$ cat src/rtl/uart_pkg.sv
// Shared UART constants and FSM encodings.
// Used by uart_rx and the future uart_tx.
package uart_pkg;

   localparam int OVERSAMPLE    = 16;
   localparam int DATA_BITS_DEF = 8;

   typedef logic [1:0] state_t;

   localparam state_t ST_IDLE  = 2'd0;
   localparam state_t ST_START = 2'd1;
   localparam state_t ST_DATA  = 2'd2;
   localparam state_t ST_STOP  = 2'd3;

endpackage

$ cat src/rtl/uart_rx_if.sv
// Receiver-side bundle: line inputs plus byte output strobes.
// The slave side is the receiver; master is the line/consumer side.
interface uart_rx_if #(
   parameter int DATA_BITS = 8
);

   logic                 baud;
   logic                 rx;
   logic [DATA_BITS-1:0] data_out;
   logic                 data_valid;
   logic                 frame_err;
   logic                 busy;

   modport master (
      output baud, rx,
      input  data_out, data_valid, frame_err, busy
   );

   modport slave (
      input  baud, rx,
      output data_out, data_valid, frame_err, busy
   );

endinterface

$ cat src/rtl/sync_2ff.sv
// Generic 1-bit two-flop synchronizer.
// RST_VAL sets the value both flops take in reset.
module sync_2ff #(
   parameter logic RST_VAL = 1'b0
) (
   input  logic clk,
   input  logic rst_n,
   input  logic d_i,
   output logic q_o
);

   logic [1:0] ff_q;

   always_ff @(posedge clk or negedge rst_n) begin
      if (!rst_n) begin
         ff_q <= {2{RST_VAL}};
      end else begin
         ff_q <= {ff_q[0], d_i};
      end
   end

   assign q_o = ff_q[1];

endmodule

$ cat src/rtl/uart_rx.sv
// 8N1-style UART receiver on a 16x oversample baud strobe.
// Delivers good bytes as a one-cycle pulse, flags bad stop bits.
module uart_rx
   import uart_pkg::*;
#(
   parameter int DATA_BITS  = uart_pkg::DATA_BITS_DEF,
   parameter int OVERSAMPLE = uart_pkg::OVERSAMPLE
) (
   input logic        clk,
   input logic        rst_n,
   uart_rx_if.slave   bus
);

   localparam int TW = $clog2(OVERSAMPLE);
   localparam int BW = $clog2(DATA_BITS);

   localparam logic [TW-1:0] MID  = TW'(OVERSAMPLE / 2 - 1);
   localparam logic [TW-1:0] LAST = TW'(OVERSAMPLE - 1);
   localparam logic [BW-1:0] BLST = BW'(DATA_BITS - 1);

   logic rx_s;
   logic baud_q;
   logic tick;

   state_t               state_q, state_d;
   logic [TW-1:0]        tick_cnt_q, tick_cnt_d;
   logic [BW-1:0]        bit_cnt_q, bit_cnt_d;
   logic [DATA_BITS-1:0] shift_q, shift_d;
   logic [DATA_BITS-1:0] data_q, data_d;
   logic                 valid_q, valid_d;
   logic                 ferr_q, ferr_d;

   sync_2ff #(.RST_VAL(1'b1)) u_rx_sync (
      .clk   (clk),
      .rst_n (rst_n),
      .d_i   (bus.rx),
      .q_o   (rx_s)
   );

   assign tick = bus.baud & ~baud_q;

   always_comb begin
      state_d    = state_q;
      tick_cnt_d = tick_cnt_q;
      bit_cnt_d  = bit_cnt_q;
      shift_d    = shift_q;
      data_d     = data_q;
      valid_d    = 1'b0;
      ferr_d     = 1'b0;
      if (tick) begin
         unique case (state_q)
            ST_IDLE: begin
               if (!rx_s) begin
                  state_d    = ST_START;
                  tick_cnt_d = '0;
               end
            end
            ST_START: begin
               if (tick_cnt_q == MID) begin
                  tick_cnt_d = '0;
                  bit_cnt_d  = '0;
                  state_d    = rx_s ? ST_IDLE : ST_DATA;
               end else begin
                  tick_cnt_d = tick_cnt_q + 1'b1;
               end
            end
            ST_DATA: begin
               if (tick_cnt_q == LAST) begin
                  shift_d    = {rx_s, shift_q[DATA_BITS-1:1]};
                  tick_cnt_d = '0;
                  if (bit_cnt_q == BLST) begin
                     state_d = ST_STOP;
                  end else begin
                     bit_cnt_d = bit_cnt_q + 1'b1;
                  end
               end else begin
                  tick_cnt_d = tick_cnt_q + 1'b1;
               end
            end
            ST_STOP: begin
               // Leaving at mid stop bit gives half a bit to catch the next start.
               if (tick_cnt_q == LAST) begin
                  tick_cnt_d = '0;
                  state_d    = ST_IDLE;
                  if (rx_s) begin
                     data_d  = shift_q;
                     valid_d = 1'b1;
                  end else begin
                     ferr_d = 1'b1;
                  end
               end else begin
                  tick_cnt_d = tick_cnt_q + 1'b1;
               end
            end
            default: state_d = ST_IDLE;
         endcase
      end
   end

   always_ff @(posedge clk or negedge rst_n) begin
      if (!rst_n) begin
         baud_q     <= 1'b0;
         state_q    <= ST_IDLE;
         tick_cnt_q <= '0;
         bit_cnt_q  <= '0;
         shift_q    <= '0;
         data_q     <= '0;
         valid_q    <= 1'b0;
         ferr_q     <= 1'b0;
      end else begin
         baud_q     <= bus.baud;
         state_q    <= state_d;
         tick_cnt_q <= tick_cnt_d;
         bit_cnt_q  <= bit_cnt_d;
         shift_q    <= shift_d;
         data_q     <= data_d;
         valid_q    <= valid_d;
         ferr_q     <= ferr_d;
      end
   end

   assign bus.data_out   = data_q;
   assign bus.data_valid = valid_q;
   assign bus.frame_err  = ferr_q;
   assign bus.busy       = (state_q != ST_IDLE);

endmodule

$ cat src/flat_wrapper.sv
// flat-port wrapper written by rule: the top's interface ports become plain ports
module uart_rx_flat import uart_pkg::*;
#(
   parameter int DATA_BITS  = uart_pkg::DATA_BITS_DEF,
   parameter int OVERSAMPLE = uart_pkg::OVERSAMPLE
)
  (clk, rst_n, bus_baud, bus_rx, bus_data_out, bus_data_valid, bus_frame_err, bus_busy);
  uart_rx_if #(.DATA_BITS(DATA_BITS)) bus_i ();
  input logic clk;
  input logic rst_n;
  input wire logic [$bits(bus_i.baud)-1:0] bus_baud;
  input wire logic [$bits(bus_i.rx)-1:0] bus_rx;
  output wire logic [$bits(bus_i.data_out)-1:0] bus_data_out;
  output wire logic [$bits(bus_i.data_valid)-1:0] bus_data_valid;
  output wire logic [$bits(bus_i.frame_err)-1:0] bus_frame_err;
  output wire logic [$bits(bus_i.busy)-1:0] bus_busy;
  assign bus_i.baud = bus_baud;
  assign bus_i.rx = bus_rx;
  assign bus_data_out = bus_i.data_out;
  assign bus_data_valid = bus_i.data_valid;
  assign bus_frame_err = bus_i.frame_err;
  assign bus_busy = bus_i.busy;
  uart_rx #(.DATA_BITS(DATA_BITS), .OVERSAMPLE(OVERSAMPLE)) u_core (.clk(clk), .rst_n(rst_n), .bus(bus_i));
endmodule
$ cat config.mk
export PLATFORM = sky130hd
export DESIGN_NAME = uart_rx_flat
export DESIGN_NICKNAME = d
export VERILOG_FILES = /design/src/rtl/uart_pkg.sv /design/src/rtl/uart_rx_if.sv /design/src/rtl/sync_2ff.sv /design/src/rtl/uart_rx.sv /design/src/flat_wrapper.sv
export SDC_FILE = /design/constraint.sdc
export NUM_CORES = 1
export LEC_CHECK = 0
export BUFFER_PORTS_ARGS = -buffer_cell sky130_fd_sc_hd__buf_2
export CAP_MARGIN = 30
export CORE_MARGIN = 2
export CORE_UTILIZATION = 35
export CTS_CLUSTER_DIAMETER = 50
export DETAILED_ROUTE_END_ITERATION = 10
export GPL_ROUTABILITY_DRIVEN = 0
export PLACE_DENSITY = 0.62
export SYNTH_ARGS = -nofsm -noshare
export SYNTH_HDL_FRONTEND = slang
export SYNTH_SLANG_ARGS = --single-unit
$ cat constraint.sdc
create_clock -name clk -period 2.5 [get_ports clk]
set_input_delay 0.25 -clock clk [delete_from_list [all_inputs] [get_ports clk]]
set_output_delay 0.25 -clock clk [all_outputs]
set_load 0.01 [all_outputs]
-- Yosys cells after proc, flatten, opt, wreduce, memory -nomap -nowiden
Cells that the tools add are included.
- equality and inequality tests: 12
- reductions and logical operators: 9
- add/subtract/negate cells: 2
- bitwise gates (word level): 2
- muxes and demuxes: 23
- operators by type and width (operator ; number):
    $mux 2 ; 6
    $mux 4 ; 3
    $pmux 4 s3 ; 1
    $mux 3 ; 3
    $mux 1 ; 8
    $ne 2x1->1 const B ; 4
    $pmux 2 s4 ; 1
    $pmux 3 s2 ; 1
    $reduce_and 6->1 ; 1
    $reduce_and 5->1 ; 1
    $add 4x1->4 const B ; 1
    $eq 2x2->1 const B ; 2
    $eq 4x3->1 const B ; 1
    $eq 4x4->1 const B ; 1
    $ne 2x2->1 const B ; 2
    $reduce_and 4->1 ; 1
    $reduce_bool 2->1 ; 2
    $add 3x1->3 const B ; 1
    $eq 3x3->1 const B ; 1
    $reduce_and 3->1 ; 1
    $eq 2x1->1 const B ; 1
    $logic_not 2->1 ; 1
    $reduce_and 2->1 ; 1
    $reduce_or 2->1 ; 1
    2 further kinds ; 2
- input bits: 4
- word-level logic and storage cells: 57
- register bits: 30

-- Depth between registers and ports, before layout
Gate-level depths: netlist of the first run.
- word-level depth: 4
- gate-level depth with buffers: 6

-- Modules after synthesis
From an unflattened synthesis of the first run, not the netlist that was laid out.
- cell total of the unflattened synthesis: 102
- area, all modules: 1331.3 um2
- by module, submodules not included (module ; instances ; cells an instance ; area an instance (um2) ; sequential area each (um2)):
    uart_rx ; 1 ; 100 ; 1278.7 ; 700.7
    sync_2ff ; 1 ; 2 ; 52.6 ; 52.6

-- Worst setup path after synthesis of the first run
No wires, ideal clock.
- kind: reg-to-reg
- start point: register u_core.tick_cnt_q[0]
- end point: register u_core.shift_q[0]
- arrival: 1.592 ns
- stages on the path, launching flop included: 7
- required time: 2.375 ns
- path slack: 0.783 ns
- library setup time: 0.125 ns
- cells stage by stage: dfrtp_1 > ha_1 > and4b_1 > buf_6 > and4b_1 > buf_6 > mux2_4
- word-level cells in the longest chain between the ends: 2
- RTL lines (what ; RTL line ; source):
    start: declaration ; uart_rx.sv:26 ; logic [TW-1:0] tick_cnt_q, tick_cnt_d;
    start signal: assignment ; uart_rx.sv:113 ; tick_cnt_q <= tick_cnt_d;
    $eq 4x4->1 ; uart_rx.sv:68 ; if (tick_cnt_q == LAST) begin
    $reduce_and 3->1 (no source line) ; -- ;
    end signal: assignment ; uart_rx.sv:115 ; shift_q <= shift_d;
    end: declaration ; uart_rx.sv:28 ; logic [DATA_BITS-1:0] shift_q, shift_d;
No other way between the ends.
A chain may end at the register's enable or synchronous reset.

-- Worst setup path after layout of the first run
- start point: register u_core.tick_cnt_q[0]
- end point: register u_core.shift_q[3]
The elaborated chain is that of the path after synthesis.

==> metrics, run 1 <==
Max-Cap Viols 0; global-route wire length before repair 3.74 mm; GRT met1 Usage approximately 14%; All-Layer GR Usage 11.9%; I/O Pins 15; most instantiated library cell after synthesis dfrtp_1; placed cell areas approximately 1400 um^2; fin. max-slew vios 0; # diodes 0; P_leak approximately 0.77 nW; Synth cell types 32; Synth Warn # 0; post-route cell area 1590 um^2; largest family of logic cells by synthesized area multiplexers; CP Max Fanout 8; final hold vios 28; Root Driver clkbuf_8; ranking of synthesized cells by area dfrtp_1 52%, mux2_2 9.1%, mux2_4 8.9%; Arr. time, crit path 2.18 ns; Post-synth EDFFs 0; Worst Setup Path Type register to register; PD cells between 900 and 1000 nW/um^2; Worst-Margin Slew around 0.63 ns; Post-Route Skew 0.00362 ns; Synth area leader dfrtp_1; total power around 1.5 mW; # setup viols final 0; Final TNS setup 0 ns; Syn Nets between 100 and 150; Post-CTS Setup Bufs 0; Vias 815; Via-to-Cell Ratio about 5.0; drt total wl 2.16 mm; # hold bufs at CTS 0; Filler cells 366; Routed Antenna Nets 0; Die W ~66 um; layout net count around 120; Clock Sinks 30; DP Wirelength roughly 1.5 mm; complex-gate fraction of the synthesized area ~7.2%; crit start category register; vias in the first global route 776; WL per Instance 13.3 um; die height 66.2 um; largest net degree at the start of global routing 31; max frequency around 500 MHz; maximum VDD drop 0.478 mV; Post-synth ARST share 100%; Synth Flop Type dfrtp_1; mapped cell area roughly 1400 um^2; grt ovf 0; cells after synthesis 98; Avg Inst Size Synth around 14 um^2; Hold WS -0.0143 ns; H-Tree Depth 2; most common library cells after synthesis 28 x dfrtp_1, 11 x mux2_2, 8 x mux2_4; CTS Buf Count 5; Post-Synth XOR/XNOR Area less than 1%; Clock Tree Buf Depth 2; Hold Path Class primary input to async pin; layout cells sized above 1 approximately two fifths; cell row count 22; core area between 3000 and 4000 um^2; sequential element share of the synthesized area a little under three fifths; initial core utilization a little under two fifths; Post-Synth Adder-Cell Area around 2.8%; CTS tree yes; met2 Use GR between 10% and 20%; routing usage on met3 6.13%; DR iter-0 viols 44; PortBufs 14; RSZ-0062 raised after global routing false; DR DRC count 0; relative max-transition margin about three fifths; status finished with violations; area of the die roughly 4400 um^2; busiest layer in global routing met2; post-synth top area share slightly above 50%; fin crit share between 80% and 90%; Reg clk slew, reported paths around 0.06 ns; initial antenna violation count 0; router iterations before antenna repair 4; multiplexer share of the synthesized area about 18%; Synth Register Bits 30; Synth Area in Simple Gates between 10% and 20%; Resized Gates After CTS 0; Area growth syn-to-layout 17.2%; Worst Setup End Kind register; Req. time, crit path 2.67 ns; failing checks negative hold slack; clk_lat worst skew ~0.28 ns; post-layout min period 2.02 ns
-- logic make-up (layout without fill, tap and decap cells) --
logic type,Yosys count,count (layout)
flip-flops,30,30
adder cells (fa/ha/maj),3,3
XOR/XNOR,1,1
AO/OA/AOI/OAI,12,12
multiplexers,19,19
AND/OR/NAND/NOR,26,26
buffers and inverters,7,24
-- stage by stage --
stage	util [%]	setup slack, ns	hold slack, ns	cells
final	43.0	0.482	-0.0143	163
after global routing	43.0	0.379	0.0286	163
after CTS	43.0	0.471	0.00291	163
after detailed placement	39.2	0.480	0.313	155
after global placement	39.2	0.567	0.305	155
after floorplan	-	0.783	-0.0456	98
-- layout make-up --
type | count | area (um^2) | area share (%)
clock inverter | 2 | 60.1 | 3.78
sequential | 30 | 753 | 47.4
multi-input combinational | 61 | 554 | 34.9
tap | 48 | 60.1 | 3.78
timing repair buffer | 14 | 70.1 | 4.41
clock buffer | 6 | 82.6 | 5.20
inverter | 2 | 7.51 | 0.473
-- layer usage --
metal / share of wire (%) / vias up
met1: 47 / 392
met2: 44 / 25
met5: 0 / -
met3: 6.3 / 7
met4: 2.8 / 0
li1: - / 391
-- critical path, stage by stage (launching register included) --
cell	delay [ns]
dfrtp_1	0.39
ha_1	0.28
and4b_1	0.34
and4b_1	0.55
mux2_4	0.34
-- state kept, by name (all words and copies together), names as in the netlist, named ones only --
name / cells
u_core.bus.data_valid: 1
u_core.state_q: 1
u_core.u_rx_sync.ff_q: 2
u_core.shift_q: 8
u_core.baud_q: 1
u_core.tick_cnt_q: 4
u_core.bus.frame_err: 1
u_core.bit_cnt_q: 3
u_core.bus.data_out: 8
-- placed cells by master (no fill, tap or decap), types with 2 or more instances in the layout --
cell type and count:
mux2_4 8, nor3_1 3, nor3b_1 3, o21ai_0 2, and4b_1 2, bufinv_16 2, mux2_2 11, ha_1 3
inv_1 2, nand3_1 4, a22o_1 3, buf_2 14, nand2b_1 2, and3_1 2, dfstp_2 2, nor2_1 3
nand3b_1 2, dfrtp_1 28, clkbuf_8 6
-- final timing paths --
| path | from | end | slack (ns) | depth (start not counted) |
|---|---|---|---|---|
| worst min register to register | u_core.u_rx_sync.ff_q[0] | u_core.u_rx_sync.ff_q[1] | 0.35 | 0 |
| worst max-delay path | u_core.tick_cnt_q[0] | u_core.shift_q[3] | 0.48 | 4 |
| min in group clk | bus_rx | u_core.u_rx_sync.ff_q[0] | 0.07 | 1 |
| worst max register to register | u_core.tick_cnt_q[0] | u_core.shift_q[3] | 0.48 | 4 |
| worst min-delay path | rst_n | u_core.bus.data_out[3] | -0.01 | 1 |
| max in group asynchronous | rst_n | u_core.bus.frame_err | 2.11 | 1 |
-- where the power goes --
group | internal, mW | total (mW) | switching [mW]
clock network | 0.425 | 0.602 | 0.177
logic | 0.136 | 0.243 | 0.107
registers | 0.552 | 0.657 | 0.105
total | 1.11 | 1.50 | 0.389
Power figures use the tool's default switching activity.
==> run 2, diff against run 1 <==
==> constraint.sdc (replaced) <==
create_clock -name clk -period 2 [get_ports clk]
set_input_delay 0.2 -clock clk [delete_from_list [all_inputs] [get_ports clk]]
set_output_delay 0.2 -clock clk [all_outputs]
set_load 0.01 [all_outputs]
==> metrics, run 2 (synthesis gave the netlist of run 1 again) <==
WL per Instance 13.4 um (+0.83%); Final TNS setup 0 ns (unchanged); largest net degree at the start of global routing 31 (unchanged); clk_lat worst skew 0.28 ns (about the same); Worst-Margin Slew 0.657 ns (+0.0277 ns); fin. max-slew vios 0 (unchanged); drt total wl 2.22 mm (+2.7%); area of the die 4390 um^2 (unchanged); global-route wire length before repair 3.81 mm (+1.8%); Crit path top cell by count and4b_1; P_leak 0.765 nW (-1.0%); max frequency 538 MHz (+8.7%); status finished, final reports clean; PortBufs 14 (unchanged); maximum VDD drop 0.672 mV (+41%); initial core utilization 36.7% (unchanged); # diodes 0 (unchanged); Root Driver clkbuf_8; Clock Sinks 30 (unchanged); Clock Tree Buf Depth 2 (unchanged); cell row count 22 (unchanged); grt ovf 0 (unchanged); post-route cell area 1580 um^2 (-0.47%); relative max-transition margin 56.2% (-1.8 points); RSZ-0062 raised after global routing false; router iterations before antenna repair 4 (unchanged); Via-to-Cell Ratio 5.11 (+2.2%); layout net count 124 (+2.5%); final hold vios 0 (-100%); Buf/Inv on CP 1 (+1); initial antenna violation count 0 (unchanged); DR iter-0 viols 34 (-23%); layout cells sized above 1 39.0% (-0.15 points); total power 1.64 mW (+9.2%); DR DRC count 0 (unchanged); Max-Cap Viols 0 (unchanged); commonest non-fill, non-tap cell in the layout dfrtp_1; Worst Setup Path Type register to register; placed cell areas 1470 um^2 (+1.4%); Crit path max-delay family simple AND/OR/NAND/NOR gates; Post-CTS Setup Bufs 0 (unchanged); All-Layer GR Usage 12.2% (+0.35 points); most frequent cells in the layout 28 x dfrtp_1, 14 x buf_2, 11 x mux2_2; Worst Setup End Kind register; core area 3690 um^2 (unchanged); Post-Route Skew 0.00594 ns (+0.00231 ns); Req. time, crit path 2.16 ns (-0.51 ns); crit start category register; Hold Path Class primary input to register; Vias 848 (+4.0%); DP Cell Count 156 (+0.65%); worst path cell trace ha_1, and4b_1, and4b_1, buf_12, mux2_4; CTS Buf Count 5 (unchanged); vias in the first global route 831 (+7.1%); Resized Gates After CTS 0 (unchanged); post-layout min period 1.86 ns (-0.161 ns); Die W 66.2 um (unchanged); DP Wirelength 1.53 mm (+3.4%); Reg clk slew, reported paths 0.06 ns (about the same); PD cells 1040 nW/um^2 (+9.7%); CP max stage cell dfrtp_1; # setup viols final 0 (unchanged); Area growth syn-to-layout 16.6%; I/O Pins 15 (unchanged); # hold bufs at CTS 1 (+1); H-Tree Depth 2 (unchanged); fin crit share 92.9% (+12 points); Arr. time, crit path 2.02 ns (-0.16 ns); CP Max Fanout 8 (unchanged); CTS tree yes; die height 66.2 um (unchanged); crit-path max cell delay 0.39 ns (-0.16 ns); Routed Antenna Nets 0 (unchanged); Final Util 42.8% (-0.20 points); final cell count without fillers 166 (+1.8%)
-- run 2: changes by cell type in the layout (fill, tap and decap cells not counted) --
cell / before / now
dlygate4sd3_1: 0 / 2
clkinvlp_4: 0 / 1
bufinv_16: 2 / 0
buf_12: 0 / 1
clkinv_2: 0 / 1
-- run 2: worst paths after layout --
kind	startpoint	endpoint	slack [ns]	cells after the start
worst min register to register	u_core.u_rx_sync.ff_q[0]	u_core.u_rx_sync.ff_q[1]	0.36	0
worst max register to register	u_core.tick_cnt_q[0]	u_core.shift_q[1]	0.14	5
worst max-delay path	u_core.tick_cnt_q[0]	u_core.shift_q[1]	0.14	5
min in group asynchronous	rst_n	u_core.tick_cnt_q[3]	0.48	2
max in group asynchronous	rst_n	u_core.bus.frame_err	1.10	2
worst min-delay path	bus_baud	u_core.baud_q	0.06	1
-- run 2: through the flow --
step	hold WS, ns	setup WS (ns)
after floorplan	-0.0956	0.283
after global placement	0.255	0.237
after detailed placement	0.265	0.175
after CTS	0.00344	0.159
after global routing	0.0540	0.0204
final	0.0646	0.143
-- run 2: final cells by class --
cell class | instances | area [um^2]
repair buffers | 17 | 110
flip-flops and latches | 30 | 753
clock inverters | 2 | 12.5
multi-input cells | 61 | 554
inverters | 2 | 7.51
clock buffers | 6 | 82.6
fillers | 359 | 2110
well taps | 48 | 60.1
-- run 2: report_power, final --
| part | switching [mW] | internal (mW) |
|---|---|---|
| Combinational | 0.139 | 0.176 |
| Sequential | 0.133 | 0.690 |
| Clock | 0.227 | 0.276 |
| Total | 0.499 | 1.14 |
-- run 2: per-layer routing --
metal	global-route usage, %	vias up	part of all wire, %
met3	4.60	3	5.2
met1	13.9	427	44
met4	8.42	0	1.3
met5	0	-	0
li1	-	399	-
met2	18.8	19	50
==> run 3, diff against run 2 <==
==> constraint.sdc (replaced) <==
create_clock -name clk -period 2.34 [get_ports clk]
set_input_delay 0.234 -clock clk [delete_from_list [all_inputs] [get_ports clk]]
set_output_delay 0.234 -clock clk [all_outputs]
set_load 0.01 [all_outputs]
==> metrics, run 3 (synthesis gave the netlist of run 1 again) <==
Post-Route Skew 0.00717 ns (+0.00123 ns); initial core utilization 36.7% (unchanged); Vias 833 (-1.8%); worst path cell trace ha_1, and4b_1, and4b_1, mux2_4; routed wl met2 1.02 mm (-7.9%); All-Layer GR Usage 12.7% (+0.45 points); Arr. time, crit path 2.21 ns (+0.19 ns); total power 1.62 mW (-1.3%); WL per Instance 13.7 um (+2.3%); Max-Cap Viols 0 (unchanged); most frequent cells in the layout 28 x dfrtp_1, 14 x buf_2, 11 x mux2_2; maximum VDD drop 0.460 mV (-31%); I/O Pins 15 (unchanged); global-route wire length before repair 4.02 mm (+5.6%); sequential cell area 753 um^2 (unchanged); Worst Setup Path Type register to register; PortBufs 14 (unchanged); grt ovf 0 (unchanged); layout cells sized above 1 38.8% (-0.19 points); CTS Buf Count 5 (unchanged); crit-path max cell delay 0.56 ns (+0.17 ns); hold depth 1 (unchanged); Area growth syn-to-layout 17.9%; vias in the first global route 845 (+1.7%); Hold Path Class primary input to register; # setup viols final 0 (unchanged); PnR worst setup slack 0.303 ns (+0.160 ns); Filler cells 370 (+3.1%); cell row count 22 (unchanged); DP Cell Count 155 (-0.64%); Logic pwr share 16.3% (-2.9 points); fin crit share 87.0% (-5.8 points); Root Driver clkbuf_8; router iterations before antenna repair 3 (-1); final cell count without fillers 164 (-1.2%); H-Tree Depth 2 (unchanged); Crit path top cell by count and4b_1; sequential power share 43.3% (-6.8 points); CP max stage cell and4b_1; area of the die 4390 um^2 (unchanged); M1 WL 1.04 mm (+7.3%); CP Max Fanout 8 (unchanged); RSZ-0062 raised after global routing false; met3 WL 104 um (-9.6%); CTS tree yes; crit start category register; commonest non-fill, non-tap cell in the layout dfrtp_1; Reg2Reg Depth 4 (-1); Worst Setup End Kind register; largest net degree at the start of global routing 31 (unchanged); top sig layer met4; Clk pwr share 40.4% (+9.7 points); max frequency 491 MHz (-8.8%); # diodes 0 (unchanged); Routed Antenna Nets 0 (unchanged); Via-to-Cell Ratio 5.08 (-0.57%); Clock Sinks 30 (unchanged); initial antenna violation count 0 (unchanged); Req. time, crit path 2.51 ns (+0.35 ns); Sw Share 26.5% (-4.0 points); Worst-Margin Slew 0.651 ns (-0.00665 ns); multi-input logic area 554 um^2 (unchanged); die height 66.2 um (unchanged); DR iter-0 viols 49 (+44%); status finished, final reports clean; fin. max-slew vios 0 (unchanged); Reg clk slew, reported paths 0.06 ns (about the same); final hold vios 0 (unchanged); layout net count 122 (-1.6%); PD cells 1010 nW/um^2 (-2.4%); Die W 66.2 um (unchanged); Clock Tree Buf Depth 2 (unchanged); Final Util 43.3% (+0.47 points); post-layout min period 2.04 ns (+0.180 ns); P_sw 429 uW (-14%); Pint 1.19 mW (+4.3%); core area 3690 um^2 (unchanged); DR DRC count 0 (unchanged); drt total wl 2.24 mm (+1.1%); DP Wirelength 1.49 mm (-2.9%); clk_lat worst skew 0.29 ns (about the same); Resized Gates After CTS 0 (unchanged); P_leak 0.777 nW (+1.6%); dpl ws 0.310 ns (+0.135 ns); relative max-transition margin 56.6% (+0.44 points); Final TNS setup 0 ns (unchanged)
## run 3: worst paths after layout
path | start | to | slack (ns)
setup / recovery | u_core.tick_cnt_q[0] | u_core.shift_q[0] | 0.30
max in group asynchronous | rst_n | async pin | 1.41
hold / removal | bus_rx | u_core.u_rx_sync.ff_q[0] | 0.05
min in group asynchronous | rst_n | u_core.shift_q[2] | 0.50
setup reg to reg | u_core.tick_cnt_q[0] | u_core.shift_q[0] | 0.30
hold reg to reg | u_core.u_rx_sync.ff_q[0] | u_core.u_rx_sync.ff_q[1] | 0.35
## run 3: what timing repair did
action,4_1_cts,5_1_grt
hold endpoints to repair,23,0
hold buffers,1,0
setup buffers,0,0
endpoints found under the setup margin,0,0
## run 3: through the flow
step	instance area, um^2	hold WS, ns
2_1_floorplan	1360	-0.0616
3_3_place_gp	1450	0.289
3_5_place_dp	1450	0.299
4_1_cts	1600	0.0480
5_1_grt	1600	0.0419
6_report	1600	0.0494
## run 3: layout make-up
class | count | area share (%)
inverter | 2 | 0.470
tap | 48 | 3.76
clock inverter | 2 | 3.76
multi-input combinational | 61 | 34.7
timing repair buffer | 15 | 5.01
sequential | 30 | 47.1
clock buffer | 6 | 5.17
## run 3: power groups by stage
| stage | clock (mW) | combinational [mW] | sequential (mW) |
|---|---|---|---|
| final | 0.654 | 0.264 | 0.701 |
| after global routing | 0.695 | 0.302 | 0.719 |
| after CTS | 0.668 | 0.267 | 0.698 |
| after detailed placement | 0 | 0.265 | 0.708 |
| after global placement | 0 | 0.256 | 0.700 |
| after floorplan | 0 | 0.273 | 0.642 |
## run 3: layer usage
metal,vias up,global-route usage (%)
li1,392,-
met1,414,15.8
met2,18,17.6
met3,9,4.60
met4,0,9.44
met5,-,0
## run 3: critical path, delay by kind of cell (launching register included)
kind	cells	cell delay [ns]
adders and majority gates	1	0.28
DFF	1	0.39
muxes	1	0.34
and+or+nand+nor	2	0.90
